===== src/rtl/snn_pkg.sv =====
// Shared definitions for the spiking-neuron event path: default sizing
// constants, the address-event record and the round-robin index helper.
package snn_pkg;

    localparam int SNN_N_NEUR     = 4;
    localparam int SNN_FIFO_DEPTH = 8;
    localparam int SNN_TS_W       = 16;
    localparam int SNN_ADDR_W     = $clog2(SNN_N_NEUR);

    // One address event in the default configuration: which neuron, and when.
    typedef struct packed {
        logic [SNN_ADDR_W-1:0] addr;
        logic [SNN_TS_W-1:0]   ts;
    } snn_event_t;

    // Candidate neuron index 'offset' positions after 'base', wrapping at n.
    function automatic int rr_index(input int base, input int offset, input int n);
        return (base + offset) % n;
    endfunction

endpackage


===== src/rtl/spike_event_fifo.sv =====
// First-word-fall-through event FIFO. The head word is presented as soon as
// it is written and stays put until the consumer takes it with pop_ready.
// Pushes while full are dropped; the arbiter never issues one.
module spike_event_fifo #(
    parameter int DEPTH  = 8,
    parameter int WIDTH  = 18,
    localparam int PTR_W = $clog2(DEPTH),
    localparam int CNT_W = $clog2(DEPTH) + 1
) (
    input  logic             clk,
    input  logic             rst,
    input  logic             push,
    input  logic [WIDTH-1:0] push_data,
    output logic             full,
    output logic             pop_valid,
    input  logic             pop_ready,
    output logic [WIDTH-1:0] pop_data,
    output logic [CNT_W-1:0] count
);

    logic [WIDTH-1:0] mem [DEPTH];
    logic [PTR_W-1:0] wr_ptr;
    logic [PTR_W-1:0] rd_ptr;
    logic [CNT_W-1:0] cnt;
    logic             do_push;
    logic             do_pop;

    assign full      = (cnt == CNT_W'(DEPTH));
    assign pop_valid = (cnt != '0);
    assign do_push   = push & ~full;
    assign do_pop    = pop_valid & pop_ready;
    // Head is forced to zero when empty so stale storage never shows.
    assign pop_data  = pop_valid ? mem[rd_ptr] : '0;
    assign count     = cnt;

    // Event storage: data only, so it is left out of reset.
    always_ff @(posedge clk) begin
        if (do_push) begin
            mem[wr_ptr] <= push_data;
        end
    end

    // Pointers wrap naturally because DEPTH is a power of two.
    always_ff @(posedge clk or posedge rst) begin
        if (rst) begin
            wr_ptr <= '0;
            rd_ptr <= '0;
            cnt    <= '0;
        end else begin
            if (do_push) begin
                wr_ptr <= wr_ptr + 1'b1;
            end
            if (do_pop) begin
                rd_ptr <= rd_ptr + 1'b1;
            end
            case ({do_push, do_pop})
                2'b10:   cnt <= cnt + 1'b1;
                2'b01:   cnt <= cnt - 1'b1;
                default: cnt <= cnt;
            endcase
        end
    end

endmodule


===== src/rtl/spike_aer_arbiter.sv =====
// Address-event arbiter: latches one-cycle neuron spikes into a pending
// vector, grants one pending neuron per cycle in round-robin order, and
// queues {neuron index, timestamp} events into a FWFT FIFO for the consumer.
module spike_aer_arbiter
    import snn_pkg::*;
#(
    parameter int N_NEUR     = SNN_N_NEUR,
    parameter int FIFO_DEPTH = SNN_FIFO_DEPTH,
    parameter int TS_W       = SNN_TS_W,
    localparam int ADDR_W    = $clog2(N_NEUR),
    localparam int CNT_W     = $clog2(FIFO_DEPTH) + 1
) (
    input  logic              clk,
    input  logic              rst,
    input  logic              en,
    input  logic [N_NEUR-1:0] spike_in,
    input  logic              clr_ovf,
    output logic              ev_valid,
    input  logic              ev_ready,
    output logic [ADDR_W-1:0] ev_addr,
    output logic [TS_W-1:0]   ev_ts,
    output logic [N_NEUR-1:0] pending,
    output logic [CNT_W-1:0]  fifo_count,
    output logic              overflow
);

    localparam int EV_W = ADDR_W + TS_W;

    logic [TS_W-1:0]   ts;
    logic [ADDR_W-1:0] last_grant;
    logic [N_NEUR-1:0] spike_acc;
    logic [N_NEUR-1:0] grant_oh;
    logic [ADDR_W-1:0] grant_idx;
    logic              grant_vld;
    logic              ovf_hit;
    logic              fifo_full;
    logic [EV_W-1:0]   head;

    // Spikes are only seen while enabled; draining continues regardless.
    assign spike_acc = en ? spike_in : '0;

    // Round-robin pick: first pending bit after last_grant, none while full.
    always_comb begin
        grant_vld = 1'b0;
        grant_idx = '0;
        grant_oh  = '0;
        if (!fifo_full) begin
            for (int k = 0; k < N_NEUR; k++) begin
                if (!grant_vld && pending[rr_index(int'(last_grant), k + 1, N_NEUR)]) begin
                    grant_vld = 1'b1;
                    grant_idx = ADDR_W'(rr_index(int'(last_grant), k + 1, N_NEUR));
                end
            end
        end
        if (grant_vld) begin
            grant_oh[grant_idx] = 1'b1;
        end
    end

    // A spike landing on a pending bit that is not leaving this cycle is lost.
    assign ovf_hit = |(spike_acc & pending & ~grant_oh);

    // Timestamp advances only while enabled and wraps at 2^TS_W.
    always_ff @(posedge clk or posedge rst) begin
        if (rst) begin
            ts <= '0;
        end else if (en) begin
            ts <= ts + 1'b1;
        end
    end

    // Pending vector, grant history and sticky overflow; a new overflow beats a clear.
    always_ff @(posedge clk or posedge rst) begin
        if (rst) begin
            pending    <= '0;
            last_grant <= ADDR_W'(N_NEUR - 1);
            overflow   <= 1'b0;
        end else begin
            pending  <= (pending & ~grant_oh) | spike_acc;
            overflow <= ovf_hit | (overflow & ~clr_ovf);
            if (grant_vld) begin
                last_grant <= grant_idx;
            end
        end
    end

    spike_event_fifo #(
        .DEPTH (FIFO_DEPTH),
        .WIDTH (EV_W)
    ) u_fifo (
        .clk       (clk),
        .rst       (rst),
        .push      (grant_vld),
        .push_data ({grant_idx, ts}),
        .full      (fifo_full),
        .pop_valid (ev_valid),
        .pop_ready (ev_ready),
        .pop_data  (head),
        .count     (fifo_count)
    );

    assign ev_addr = head[TS_W +: ADDR_W];
    assign ev_ts   = head[TS_W-1:0];

endmodule


===== config.mk =====
export PLATFORM = sky130hd
export DESIGN_NAME = spike_aer_arbiter
export DESIGN_NICKNAME = d
export VERILOG_FILES = /design/src/rtl/snn_pkg.sv /design/src/rtl/spike_event_fifo.sv /design/src/rtl/spike_aer_arbiter.sv
export SDC_FILE = /design/constraint.sdc
export NUM_CORES = 1
export LEC_CHECK = 0
export ABC_AREA = 1
export BUFFER_PORTS_ARGS = -buffer_cell sky130_fd_sc_hd__buf_2
export CORE_ASPECT_RATIO = 0.9
export CORE_UTILIZATION = 55
export CTS_CLUSTER_SIZE = 40
export DETAILED_ROUTE_END_ITERATION = 6
export PLACE_DENSITY = 0.74
export SLEW_MARGIN = 10
export SYNTH_ARGS = -nofsm -noshare
export SYNTH_HDL_FRONTEND = slang
export SYNTH_HIERARCHICAL = 1
export SYNTH_SLANG_ARGS = --single-unit

===== constraint.sdc =====
create_clock -name clk -period 2.8 [get_ports clk]
set_input_delay 0.7 -clock clk [delete_from_list [all_inputs] [get_ports clk]]
set_output_delay 0.7 -clock clk [all_outputs]
set_load 0.01 [all_outputs]

==> flow_summary.toml <==
[grt]
grt_pass1_wl_mm = 25.2
busiest_layer = "met2"
grt_max_degree = 74
grt-ovfl-total = 0
grt_pass1_vias = 4873
grt.met3_usage = 0.0477
antenna_found_initial = 0
grt.met2_usage = 0.390
grt_usage = 0.233
grt.met1_usage = 0.305

[sta]
fmax_mhz = 374
hold_violations = 0
tightest_slew_ns = 0.421
setup-violations-final = 0
drv_slew = 0
rsz0062_at_grt = "yes"
post-route-period-util = 0.955
relSlewSlack = 0.719
finalClockSkew_ns = 0.0102
setup_ws_ns = 0.127
fin_crit_ns = 2.67

[finish]
drive_above_1_share = 0.179
design_area_um2 = 8730
area_delta_synth_final_pct = 12.5
layout.nets = 746
antenna_cells = 0

[pwr]
ir_drop_v = 0.000680
power.total_mw = 11.9
powerDensity_nw_per_um2 = 1360
p_leak_nw = 3.44

[critical_path]
crit_path_end_kind = "output port"
cp_common_cell = "nor2_1"
reg2reg_depth = 17
crit_path_max_incr_delay_ns = 0.48
worst-endpoint-arrival_ns = 1.97
cp-start-kind = "flop"
crit_path_top_delay_cell = "dfrtp_2"
critPathKind = "flop to output port"
required_ns = 2.10
worstPathMaxFanout = 36
critical_path.cell_chain = "buf_4 > clkbuf_16 > nor2_1 > o22ai_1 > nor2_1 > nor2_1 > buf_2"

[placement]
globalplace.congestion = 0.770
pre_cts_slack_ns = 0.0567
postPlaceCellArea_um2 = 8100
port_buffers = 36
dp_hpwl_mm = 9.66

[clock_tree]
cts_hold_buf = 0
numCtsBuffers = 17
clk_pin_slew_ns = 0.06
cts_root_buf = "clkbuf_16"
cts_max_level = 4
cts_tree = "built"
cts.sinks = 177
clk_latency_ns = 0.42
clockBufferDepth = 2

[synth]
ys_seq_area_frac = 0.664
yosysTopAreaCellShare = 0.557
ys_ff_latch = 177
yosysTopAreaCell = "edfxtp_1"
syn_area_um2 = 7760
synth_area_leaders = "edfxtp_1, dfrtp_1, nor2_1"
synth_fp_nets = 700
synth.avg_cell_area_um2 = 11.3
yosys_warnings = 6
synth_cell_types = 36
synthCells = 685

[route]
drc = 0
totalWireLength_mm = 16.4
ant_nets = 0
vias = 5186
routed_via_density = 5.56
drt-pass1-iter-count = 5
wire_per_inst_um = 17.6
drt_iter0_drc = 488

[floorplanning]
die_w_um = 127
initial_core_util = 0.572
coreArea_um2 = 13600
rows = 40
io_pins = 37
die_area_um2 = 14600
die_h_um = 115

[status]
outcome = "finished, final reports clean"

[run]
cap_violations = 0

[hold_path]
hold_path.class = "primary input to asynchronous set/reset pin"
worst max-delay path: cells and delay by family, from the launching register on:
kind	cells	cell delay, ns
simple gates	3	0.36
buf+inv	3	0.59
compound gates	1	0.12
flops	1	0.48
Yosys cell counts:
library cell / instances
nand3_1: 16
and3_1: 1
and3b_1: 1
nor2_1: 148
nand3_2: 1
o211ai_1: 10
o21ai_1: 49
edfxtp_1: 144
inv_2: 5
or2_4: 1
clkinv_4: 1
o211ai_2: 8
buf_8: 2
nor3_1: 2
buf_4: 8
nor2_2: 2
o21ai_0: 32
nand2_4: 1
buf_2: 8
dfstp_2: 2
xor2_1: 12
nand2_1: 98
inv_8: 1
a21oi_1: 3
or2_2: 1
xnor2_1: 7
o22ai_1: 18
inv_1: 30
dfrtp_1: 31
nand2_2: 18
nor2_4: 2
a31oi_1: 1
ha_1: 6
inv_6: 1
nand4_1: 2
buf_6: 12
cell usage in the layout (no fill, tap or decap), types with 2 or more instances in the layout:
cell | Yosys | final
nor2_4 | 2 | 2
nor2_1 | 148 | 146
edfxtp_1 | 144 | 144
buf_2 | 8 | 36
clkbuf_1 | 0 | 4
clkinv_2 | 0 | 2
o211ai_1 | 10 | 10
o21ai_0 | 32 | 32
nand2_1 | 98 | 96
inv_6 | 1 | 2
xor2_1 | 12 | 12
dfstp_2 | 2 | 2
inv_1 | 30 | 29
buf_12 | 0 | 3
clkinv_1 | 0 | 3
o22ai_1 | 18 | 18
xnor2_1 | 7 | 7
o211ai_2 | 8 | 8
inv_2 | 5 | 6
clkinv_4 | 1 | 2
clkinvlp_4 | 0 | 2
nand3_1 | 16 | 16
nand2_4 | 1 | 2
nor3_1 | 2 | 2
bufinv_16 | 0 | 2
dfrtp_1 | 31 | 30
nand2_2 | 18 | 19
a21oi_1 | 3 | 3
nand4_1 | 2 | 2
buf_4 | 8 | 16
clkbuf_16 | 0 | 18
o21ai_1 | 49 | 49
ha_1 | 6 | 5
nor2_2 | 2 | 4
repair_timing:
action,CTS,global route
buffers inserted,0,2
resized for setup,0,9
setup endpoints to repair,0,56
stage by stage:
stage                      util  instances  hold WS, ns  TNS, ns
final                     0.644        933        0.277        0
after global routing      0.644        933        0.312  -0.0357
after CTS                 0.638        930        0.269        0
after detailed placement  0.597        898        0.528        0
after global placement    0.597        898        0.529        0
after floorplan               -        685        0.500        0
state kept, by name, indices dropped and copies added (netlist names):
register	cells
last_grant	2
overflow	1
pending	4
ts	16
u_fifo/count	4
u_fifo/mem	144
u_fifo/rd_ptr	3
u_fifo/wr_ptr	3
cell families after synthesis:
group | after synthesis | synth area share
simple gates | 294 | 0.158
flops | 177 | 0.664
compound gates | 121 | 0.0921
buf+inv | 68 | 0.0548
xor+xnor | 19 | 0.0214
fa+ha+maj | 6 | 0.00968
path summary, 6_finish.rpt:
path | from | to | slack, ns
worst max-delay path | u_fifo/rd_ptr[0]$_DFFE_PP0P_ | ev_addr[1] | 0.13
worst min-delay path | rst | u_fifo/wr_ptr[1]$_DFFE_PP0P_ | 0.28
worst max register to register | last_grant[0]$_DFFE_PP1P_ | u_fifo/count[2]$_DFFE_PP0P_ | 0.17
worst min register to register | u_fifo/wr_ptr[0]$_DFFE_PP0P_ | u_fifo/wr_ptr[0]$_DFFE_PP0P_ | 0.54
max in group asynchronous | rst | last_grant[1]$_DFFE_PP1P_ | 2.18
min in group clk | spike_in[1] | pending[1]$_DFF_PP0_ | 0.50
where the power goes:
| group | switching (mW) | total (mW) | internal, mW |
|---|---|---|---|
| Sequential | 0.501 | 4.58 | 4.07 |
| Clock | 0.913 | 2.22 | 1.30 |
| Combinational | 3.38 | 5.08 | 1.70 |
layout make-up:
class / count / area (um^2)
flip-flops and latches: 177 / 5150
fillers: 1041 / 4830
multi-input cells: 440 / 2210
clock buffers: 21 / 440
repair buffers: 57 / 413
well taps: 189 / 236
inverters: 38 / 165
clock inverters: 11 / 114
metal layers:
metal | part of all wire | vias up
li1 | - | 2446
met1 | 0.43 | 2521
met2 | 0.50 | 189
met3 | 0.056 | 30
met4 | 0.014 | 0
met5 | 0 | -
(Power assumes the default switching activity.)
